**src/rtl/circuit_pkg.sv**
```systemverilog
// Shared definitions for the sample-processing circuit and its feeder.
package circuit_pkg;

  localparam int unsigned CIRCUIT_DATA_W = 32;

  typedef enum logic {
    ST_IDLE,
    ST_WAIT
  } feeder_state_t;

endpackage

```
**src/rtl/circuit_feeder_fifo.sv**
```systemverilog
// Synchronous FIFO with registered level/full/empty; head is the oldest entry.
module circuit_feeder_fifo #(
  parameter int unsigned DATA_W = 32,
  parameter int unsigned DEPTH  = 4
) (
  input  logic                       clk,
  input  logic                       rst,
  input  logic                       push,
  input  logic                       pop,
  input  logic [DATA_W-1:0]          din,
  output logic [DATA_W-1:0]          head,
  output logic [$clog2(DEPTH):0]     level,
  output logic                       full,
  output logic                       empty
);

  localparam int unsigned AW = $clog2(DEPTH);
  localparam int unsigned LW = AW + 1;

  logic [DATA_W-1:0] mem [DEPTH];
  logic [AW-1:0]     wr_ptr;
  logic [AW-1:0]     rd_ptr;

  always_ff @(posedge clk) begin
    if (push) mem[wr_ptr] <= din;
  end

  always_ff @(posedge clk) begin
    if (rst) begin
      wr_ptr <= '0;
      rd_ptr <= '0;
      level  <= '0;
      full   <= 1'b0;
      empty  <= 1'b1;
    end else begin
      if (push) wr_ptr <= wr_ptr + AW'(1);
      if (pop)  rd_ptr <= rd_ptr + AW'(1);
      // Flags are derived from the pre-edge level so they stay registered.
      case ({push, pop})
        2'b10: begin
          level <= level + LW'(1);
          full  <= (level == LW'(DEPTH - 1));
          empty <= 1'b0;
        end
        2'b01: begin
          level <= level - LW'(1);
          full  <= 1'b0;
          empty <= (level == LW'(1));
        end
        default: ;
      endcase
    end
  end

  assign head = mem[rd_ptr];

endmodule

```
**src/rtl/circuit_feeder.sv**
```systemverilog
// Buffers stream words and issues them as spaced single-cycle en strobes with x.
module circuit_feeder
  import circuit_pkg::*;
#(
  parameter int unsigned DATA_W = CIRCUIT_DATA_W,
  parameter int unsigned DEPTH  = 4,
  parameter int unsigned GAP    = 2,
  parameter int unsigned CNT_W  = 16
) (
  input  logic                   clk,
  input  logic                   rst,
  input  logic                   run,
  input  logic                   s_valid,
  output logic                   s_ready,
  input  logic [DATA_W-1:0]      s_data,
  output logic                   en,
  output logic [DATA_W-1:0]      x,
  output logic [$clog2(DEPTH):0] level,
  output logic [CNT_W-1:0]       issued,
  output logic                   busy
);

  localparam int unsigned GW = $clog2(GAP + 1);

  feeder_state_t     state;
  logic [GW-1:0]     gap_cnt;
  logic [DATA_W-1:0] head;
  logic              full;
  logic              empty;
  logic              push;
  logic              issue;

  assign s_ready = !full;
  assign push    = s_valid && s_ready;
  assign issue   = (state == ST_IDLE) && run && !empty;
  assign busy    = !empty || (state != ST_IDLE);

  circuit_feeder_fifo #(
    .DATA_W (DATA_W),
    .DEPTH  (DEPTH)
  ) u_fifo (
    .clk   (clk),
    .rst   (rst),
    .push  (push),
    .pop   (issue),
    .din   (s_data),
    .head  (head),
    .level (level),
    .full  (full),
    .empty (empty)
  );

  always_ff @(posedge clk) begin
    if (rst) begin
      state   <= ST_IDLE;
      gap_cnt <= '0;
      en      <= 1'b0;
      x       <= '0;
      issued  <= '0;
    end else begin
      en <= 1'b0;
      case (state)
        ST_IDLE: begin
          if (issue) begin
            en     <= 1'b1;
            x      <= head;
            issued <= issued + CNT_W'(1);
            if (GAP > 1) begin
              state   <= ST_WAIT;
              gap_cnt <= GW'(GAP - 1);
            end
          end
        end
        ST_WAIT: begin
          // Leaving at count 1 puts the next issue exactly GAP edges after the last.
          if (gap_cnt <= GW'(1)) begin
            state   <= ST_IDLE;
            gap_cnt <= '0;
          end else begin
            gap_cnt <= gap_cnt - GW'(1);
          end
        end
        default: state <= ST_IDLE;
      endcase
    end
  end

endmodule

```
**config.mk**
```make
export PLATFORM = sky130hd
export DESIGN_NAME = circuit_feeder
export DESIGN_NICKNAME = d
export VERILOG_FILES = /design/src/rtl/circuit_pkg.sv /design/src/rtl/circuit_feeder_fifo.sv /design/src/rtl/circuit_feeder.sv
export SDC_FILE = /design/constraint.sdc
export NUM_CORES = 1
export LEC_CHECK = 0
export BUFFER_PORTS_ARGS = -buffer_cell sky130_fd_sc_hd__buf_2
export CAP_MARGIN = 30
export CELL_PAD_IN_SITES_DETAIL_PLACEMENT = 1
export CELL_PAD_IN_SITES_GLOBAL_PLACEMENT = 1
export CORE_AREA = 3 3 188 117
export DETAILED_ROUTE_END_ITERATION = 8
export DIE_AREA = 0 0 191 120
export PLACE_DENSITY = 0.6
export SLEW_MARGIN = 30
export SYNTH_ARGS = -nofsm -noshare
export SYNTH_HDL_FRONTEND = slang
export SYNTH_SLANG_ARGS = --single-unit
```
**constraint.sdc**
```tcl
create_clock -name clk -period 2.7 [get_ports clk]
set_clock_uncertainty 0.05 [all_clocks]
set_input_delay 0.54 -clock clk [delete_from_list [all_inputs] [get_ports clk]]
set_output_delay 0.54 -clock clk [all_outputs]
set_load 0.03 [all_outputs]
```
Word-level counts from Yosys, hierarchy flattened
Memory sizes are Yosys's and may differ from the RTL's. A register that Yosys moved wholly into a read port is not among the register bits.
Cells that the tools add are included.
- register bits: 29
- memory bits (writable): 128
- bits of input ports: 36
- output and inout port bits: 54
- logic and storage cells: 43
- memories kept: 1
- memories (memory ; depth ; bits a word ; rd ports ; clocked after Yosys merged registers in ; write ports ; line ; RTL):
    u_fifo.mem ; 4 ; 32 ; 1 ; 1 ; 1 ; circuit_feeder_fifo.sv:20 ; logic [DATA_W-1:0] mem [DEPTH];
- add/sub/neg operators: 6
- $lt $le $gt $ge: 1
- eq/ne operators: 5
- multiplexer cells: 11
- bitwise logic cells: 1
- reductions and logical operators: 9
- operators with widths (cell ; count):
    16-bit by 1-bit adder with 16-bit output (second input constant) ; 1
    1-bit one-hot mux with 2 select lines ; 3
    3-bit one-hot mux with 2 select lines ; 1
    2-bit by 1-bit adder with 2-bit output (second input constant) ; 2
    1-bit two-way mux ; 4
    2-bit two-way mux ; 2
    2-bit one-hot mux with 2 select lines ; 1
    3-bit by 1-bit adder with 3-bit output (second input constant) ; 1
    3-bit by 1-bit equality test with 1-bit output (second input constant) ; 1
    3-bit by 2-bit equality test with 1-bit output (second input constant) ; 1
    1-bit logical AND ; 3
    3-bit by 1-bit subtractor with 3-bit output (second input constant) ; 1
    2-bit by 1-bit equality test with 1-bit output (second input constant) ; 1
    2-bit equality test (second input constant) ; 1
    2-bit by 1-bit less-or-equal comparator with 1-bit output (second input constant) ; 1
    1-bit logical NOT ; 2
    2-bit by 1-bit inequality test with 1-bit output (second input constant) ; 1
    2-bit AND reduction ; 1
    2-bit nonzero test ; 1
    2-bit OR reduction ; 1
    2-bit by 1-bit subtractor with 2-bit output (second input constant) ; 1
    1-bit logical OR ; 1
    1-bit NOT ; 1

Longest topological paths before layout
- word-level depth: 5
- depth in mapped cells: 8
- gate-level depth less buffers: 7

Hierarchy
From an unflattened synthesis, not the netlist that was laid out.
- cells, all modules: 472
- area total of the unflattened synthesis: 7213.2 um2
- modules (own cells, without submodules) (module ; times used ; cells an instance ; area an instance (um2) ; sequential area each (um2)):
    circuit_feeder_fifo ; 1 ; 230 ; 5221.3 ; 4063.9
    circuit_feeder ; 1 ; 242 ; 1991.9 ; 1041.0

Worst setup path after synthesis
No wires, ideal clock.
- kind: in2reg
- from: in run
- to: reg u_fifo.level[2]
- setup time: 128 ps
- data arrival time: 2035 ps
- required time: 2522 ps
- setup slack: 487 ps
- stages: 8
- path buffers: 2
- path through: or3b_4 -> inv_1 -> clkbuf_1 -> ha_1 -> clkbuf_1 -> a21oi_1 -> o22a_1 -> nor2_1
- cells in the longest elaborated chain, start to end: 4
- elaborated cells on any way between the ends: 6
- those cells by class: eq/ne: 2; mux: 1; reduce/logical: 3
- RTL lines (element ; line ; RTL):
    start, declared ; circuit_feeder.sv:12 ; input logic run,
    1-bit logical AND (*) (2 in a row) ; circuit_feeder.sv:35 ; assign issue = (state == ST_IDLE) && run && !empty;
    named net issue ; circuit_feeder.sv:31 ; logic issue;
    2-bit by 1-bit equality test with 1-bit output / 2-bit equality test (equally long branches) ; circuit_feeder_fifo.sv:39 ; case ({push, pop})
    3-bit one-hot mux with 2 select lines / 2-bit nonzero test (equally long branches) ; - ;
    end signal, assigned ; circuit_feeder_fifo.sv:41 ; level <= level + LW'(1);
    end signal, assigned ; circuit_feeder_fifo.sv:46 ; level <= level - LW'(1);
    end, declared ; circuit_feeder_fifo.sv:12 ; output logic [$clog2(DEPTH):0] level,
Mark *: on every way through the listed nets, which the timed path passes. The rest lies on a longest branch.
A chain may end at the register's enable or synchronous reset.

Worst setup path after layout
- from: reg state
- to: reg u_fifo.level[2]
- cells in the longest elaborated chain, start to end: 5
- elaborated cells on any way between the ends: 7
- those cells by class: eq/ne: 2; mux: 1; bitwise: 1; reduce/logical: 3
- RTL lines (element ; line ; RTL):
    start, declared ; circuit_feeder.sv:25 ; feeder_state_t state;
    start signal, assigned ; circuit_feeder.sv:55 ; state <= ST_IDLE;
    start signal, assigned ; circuit_feeder.sv:69 ; state <= ST_WAIT;
    start signal, assigned ; circuit_feeder.sv:77 ; state <= ST_IDLE;
    1-bit NOT (no line) (*) ; - ;
    1-bit logical AND (*) (2 in a row) ; circuit_feeder.sv:35 ;
    2-bit by 1-bit equality test with 1-bit output / 2-bit equality test (equally long branches) ; circuit_feeder_fifo.sv:39 ;
    3-bit one-hot mux with 2 select lines / 2-bit nonzero test (equally long branches) ; - ;
Mark *: on every way between the ends. The rest lies on a longest branch, timed or not.

==> flow_results.org <==
** Synthesis
- The Yosys step of the flow raised 0 warnings.
- Summing every instance area after synthesis gives 7080 µm².
- Post-synth EDFFs :: 128
- Fraction of synthesis flops using an asynchronous set or reset pin :: 0
- Synthesis produced a netlist whose cell count is 470.
- The share of the Yosys chip area taken by registers is 0.715.
- Commonest register cell after synthesis :: edfxtp_1
- The synthesized netlist contains 34 unique library cells.
- Post-Synthesis Net Count :: 517
- Mean post-synth cell area :: 15.1 µm²
- In this run, synthesis produced a sequential element count of 189.

** Clocking
- The clock passes through at most 2 buffers.
- Clock Sink Count :: 189
- CTS tree :: done
- The H-tree was split into 4 levels.
- Worst skew pair latency :: 0.43 ns
- TritonCTS created 17 clock buffers.
- Clk root buf :: clkbuf_16
- After clock tree synthesis, the clock-pin slew on the worst setup and hold paths is 0.07 ns.
- Number of hold buffers added after cts :: 0
- Setup Fix Bufs, Post-CTS :: 0
- Post-CTS repair changed the size of 0 cells.

** GRT
- The first global-routing pass estimated 25.1 mm of wire.
- The number of antenna violations at the first check in global routing was 1.
- Number of global-route vias before repair :: 4,356
- For this run the aggregate overflow at the end of global routing stands at 0.
- For this run, the total global-route usage over all layers was measured as 0.148.
- Pin count of the biggest net entering global routing :: 36

** Routing
- Post-route DRC violation count :: 0
- After detailed routing, the number of vias per cell comes to 4.76.
- Total wirelength of the detailed-routed design :: 16.1 mm
- In this run the remaining antenna-violating nets after routing total 0.
- In this run, the number of DRC markers left after iteration 0 of detailed routing was 175.
- Dividing the detail-routed wire length by the instance count gives 18.8 µm.
- First drt pass iteration count :: 6
- Detailed routing inserted a total of 4,065 vias.

** Worst setup path
- The number of buffers and inverters on the critical path is 1.
- CP delay by family, top :: adder cells
- The critical path crosses 7 cells after its start point.
- Data required, critical path :: 2.97 ns
- The signal on the critical path passes through or3b_4, clkinv_1, ha_1, nor2b_1, a21oi_1, o22a_1, nor2_1.
- In this run the worst path has a maximum fanout of 14.
- Peak per-stage delay on the critical path :: 0.45 ns
- CP endpoint kind :: register
- Kind of launch point of the worst setup path :: register
- The largest individual stage delay along the critical path comes from the cell ha_1.
- The critical path in this run is classified as register to register.
- Measured in cells, the most critical reg-to-reg path has a length of 7.
- Data arrives at the worst endpoint at 2.49 ns.

** Min path
- The tightest min-delay check is of the input pin to register type.
- Depth of the worst hold-timing path :: 1

** Place
- During placement, the flow inserted port buffers numbering 89.
- The congestion estimate from routability-driven global placement came to 0.774.
- Post-detail-place hpwl :: 9.94 mm
- Placed Instances :: 822

** Floorplan
- Effective utilization at floorplan :: 0.344
- The floorplan step set the die height to 120 µm.
- The die covers 22,900 µm².
- Row cnt :: 41
- Number of top-level pins :: 90
- Placeable Area :: 20,600 µm²
- Die boundary width :: 191 µm

** Power and ir drop
- Of the total power, the share spent switching nets is 0.228.
- Static leakage :: 0.00302 µW
- Part of the total power dissipated in combinational logic :: 0.088
- Share of total power in sequential cells :: 0.515
- Total power of the final layout :: 6410 µW
- Internal power summed over all cells :: 4940 µW
- Highest ir drop seen on vdd :: 0.442 mV
- Power spread over the standard cell area amounts to 751 nW/µm².
- NetSw :: 1460 µW
- Part of the total power dissipated in the clock network :: 0.397

** Timing
- Setup repair after global routing left no endpoint under its margin.
- For this run, the top clock speed supported by timing is 0.451 GHz.
- For the pin with the worst max-slew slack, the measured transition is 0.680 ns.
- Minimum clock period :: 2.22 ns
- Number of failing hold endpoints at the final stage :: 0
- Setup violations remaining at the end of the flow were counted as 0.
- The max-slew violation total from the final report is 0.
- In this run the tightest slew margin relative to its limit is 0.547.
- After routing, the total negative slack on setup checks comes to 0 ns.
- Of the available clock period, the critical path in the final layout requires 0.821.

** Final layout
- Number of nets at the end of the flow :: 609
- In the final layout, the share of cells above drive strength 1 is 0.296.
- Measured on the finished design, the core utilization comes to 0.415.
- Leaving out fill and tap cells, the most frequent cell in the layout is edfxtp_1.
- The library cells used most frequently in the layout, excluding fill and tap cells, are edfxtp_1, buf_2, nand2_1, dfxtp_1, a21oi_1.
- Ant diodes :: 0
- Once layout is complete, the cells apart from fillers number 854.
- Area delta synth->final :: 20.5%

** Flow run
- Number of maximum-capacitance constraint violations :: 0

** Outcome
- Run status :: complete, no violations
per-stage QoR:
stage / setup WS, ns / area, µm² / hold slack (ns)
after floorplan: 0.487 / 7080 / 0.404
after global placement: 0.257 / 7920 / 0.389
after detailed placement: 0.147 / 7920 / 0.397
after CTS: 0.415 / 8530 / 0.239
after global routing: 0.299 / 8530 / 0.249
final: 0.484 / 8530 / 0.268
cell type report:
class                   instances  area (µm²)
inverters                      11        41.3
flip-flops and latches        189        5070
repair buffers                100         591
well taps                     279         349
clock inverters                 7        72.6
fillers                      2107       12000
clock buffers                  25         538
multi-input cells             243        1870
path summary, 6_finish.rpt:
path / startpoint / endpoint / slack, ns
setup / recovery: state / u_fifo.level[2] / 0.48
hold / removal: s_data[20] / u_fifo.mem[0][20] / 0.27
setup reg to reg: state / u_fifo.level[2] / 0.48
hold reg to reg: x[23] / x[23] / 0.40
kinds of logic after synthesis:
kind of cell | synth area share
DFF | 0.715
adders and majority gates | 0.0194
and+or+nand+nor | 0.0846
muxes | 0.103
AOI/OAI and AO/OA | 0.0392
buffers and inverters | 0.0208
xor gates and xnor gates | 0.0173
flip-flops by register name (all words and copies together), names as in the netlist:
name,flops
u_fifo.mem,128
x,32
issued,16
u_fifo.level,3
gap_cnt,2
u_fifo.rd_ptr,2
u_fifo.wr_ptr,2
en,1
state,1
u_fifo.empty,1
u_fifo.full,1
cells in the mapped netlist, types with 2 or more instances:
library cell / instances / area, µm²
and2_1: 5 / 31.3
buf_2: 4 / 20.0
xor2_1: 6 / 52.6
or3_1: 2 / 12.5
nand4_1: 4 / 25.0
o21ai_0: 3 / 15.0
or4_1: 2 / 15.0
o31ai_1: 2 / 15.0
nand3_1: 7 / 35.0
mux4_2: 32 / 721
xnor2_1: 8 / 70.1
o22a_1: 2 / 17.5
nor2_1: 25 / 93.8
ha_1: 11 / 138
dfxtp_1: 61 / 1220
a21oi_1: 43 / 215
edfxtp_1: 128 / 3840
nand2_1: 71 / 267
nor3_1: 2 / 10.0
nor2b_1: 5 / 31.3
inv_1: 11 / 41.3
clkbuf_1: 22 / 82.6
nor4_1: 3 / 18.8
power by group through the flow:
stage / clock network, µW / logic, µW / registers (µW)
finish: 2540 / 562 / 3300
CTS: 2630 / 576 / 3300
floorplan: 0 / 304 / 3410
global route: 2760 / 619 / 3320
detailed placement: 0 / 574 / 3370
global placement: 0 / 563 / 3360
layer usage:
layer  vias to the layer above  GRT usage  part of all wire
met2                        86      0.231              0.47
met3                        19     0.0400             0.055
met5                         -          0           0.00068
li1                       1904          -                 -
met1                      2054      0.199              0.46
met4                         2     0.0550             0.015
worst reg2reg max path, delay by kind of cell, from the launching register on:
kind	cells	cell delay, ns
flops	1	0.41
fa+ha+maj	1	0.45
simple gates	3	0.42
compound gates	2	0.35
buf+inv	1	0.42
No activity file was read; power rests on OpenSTA's default activity.
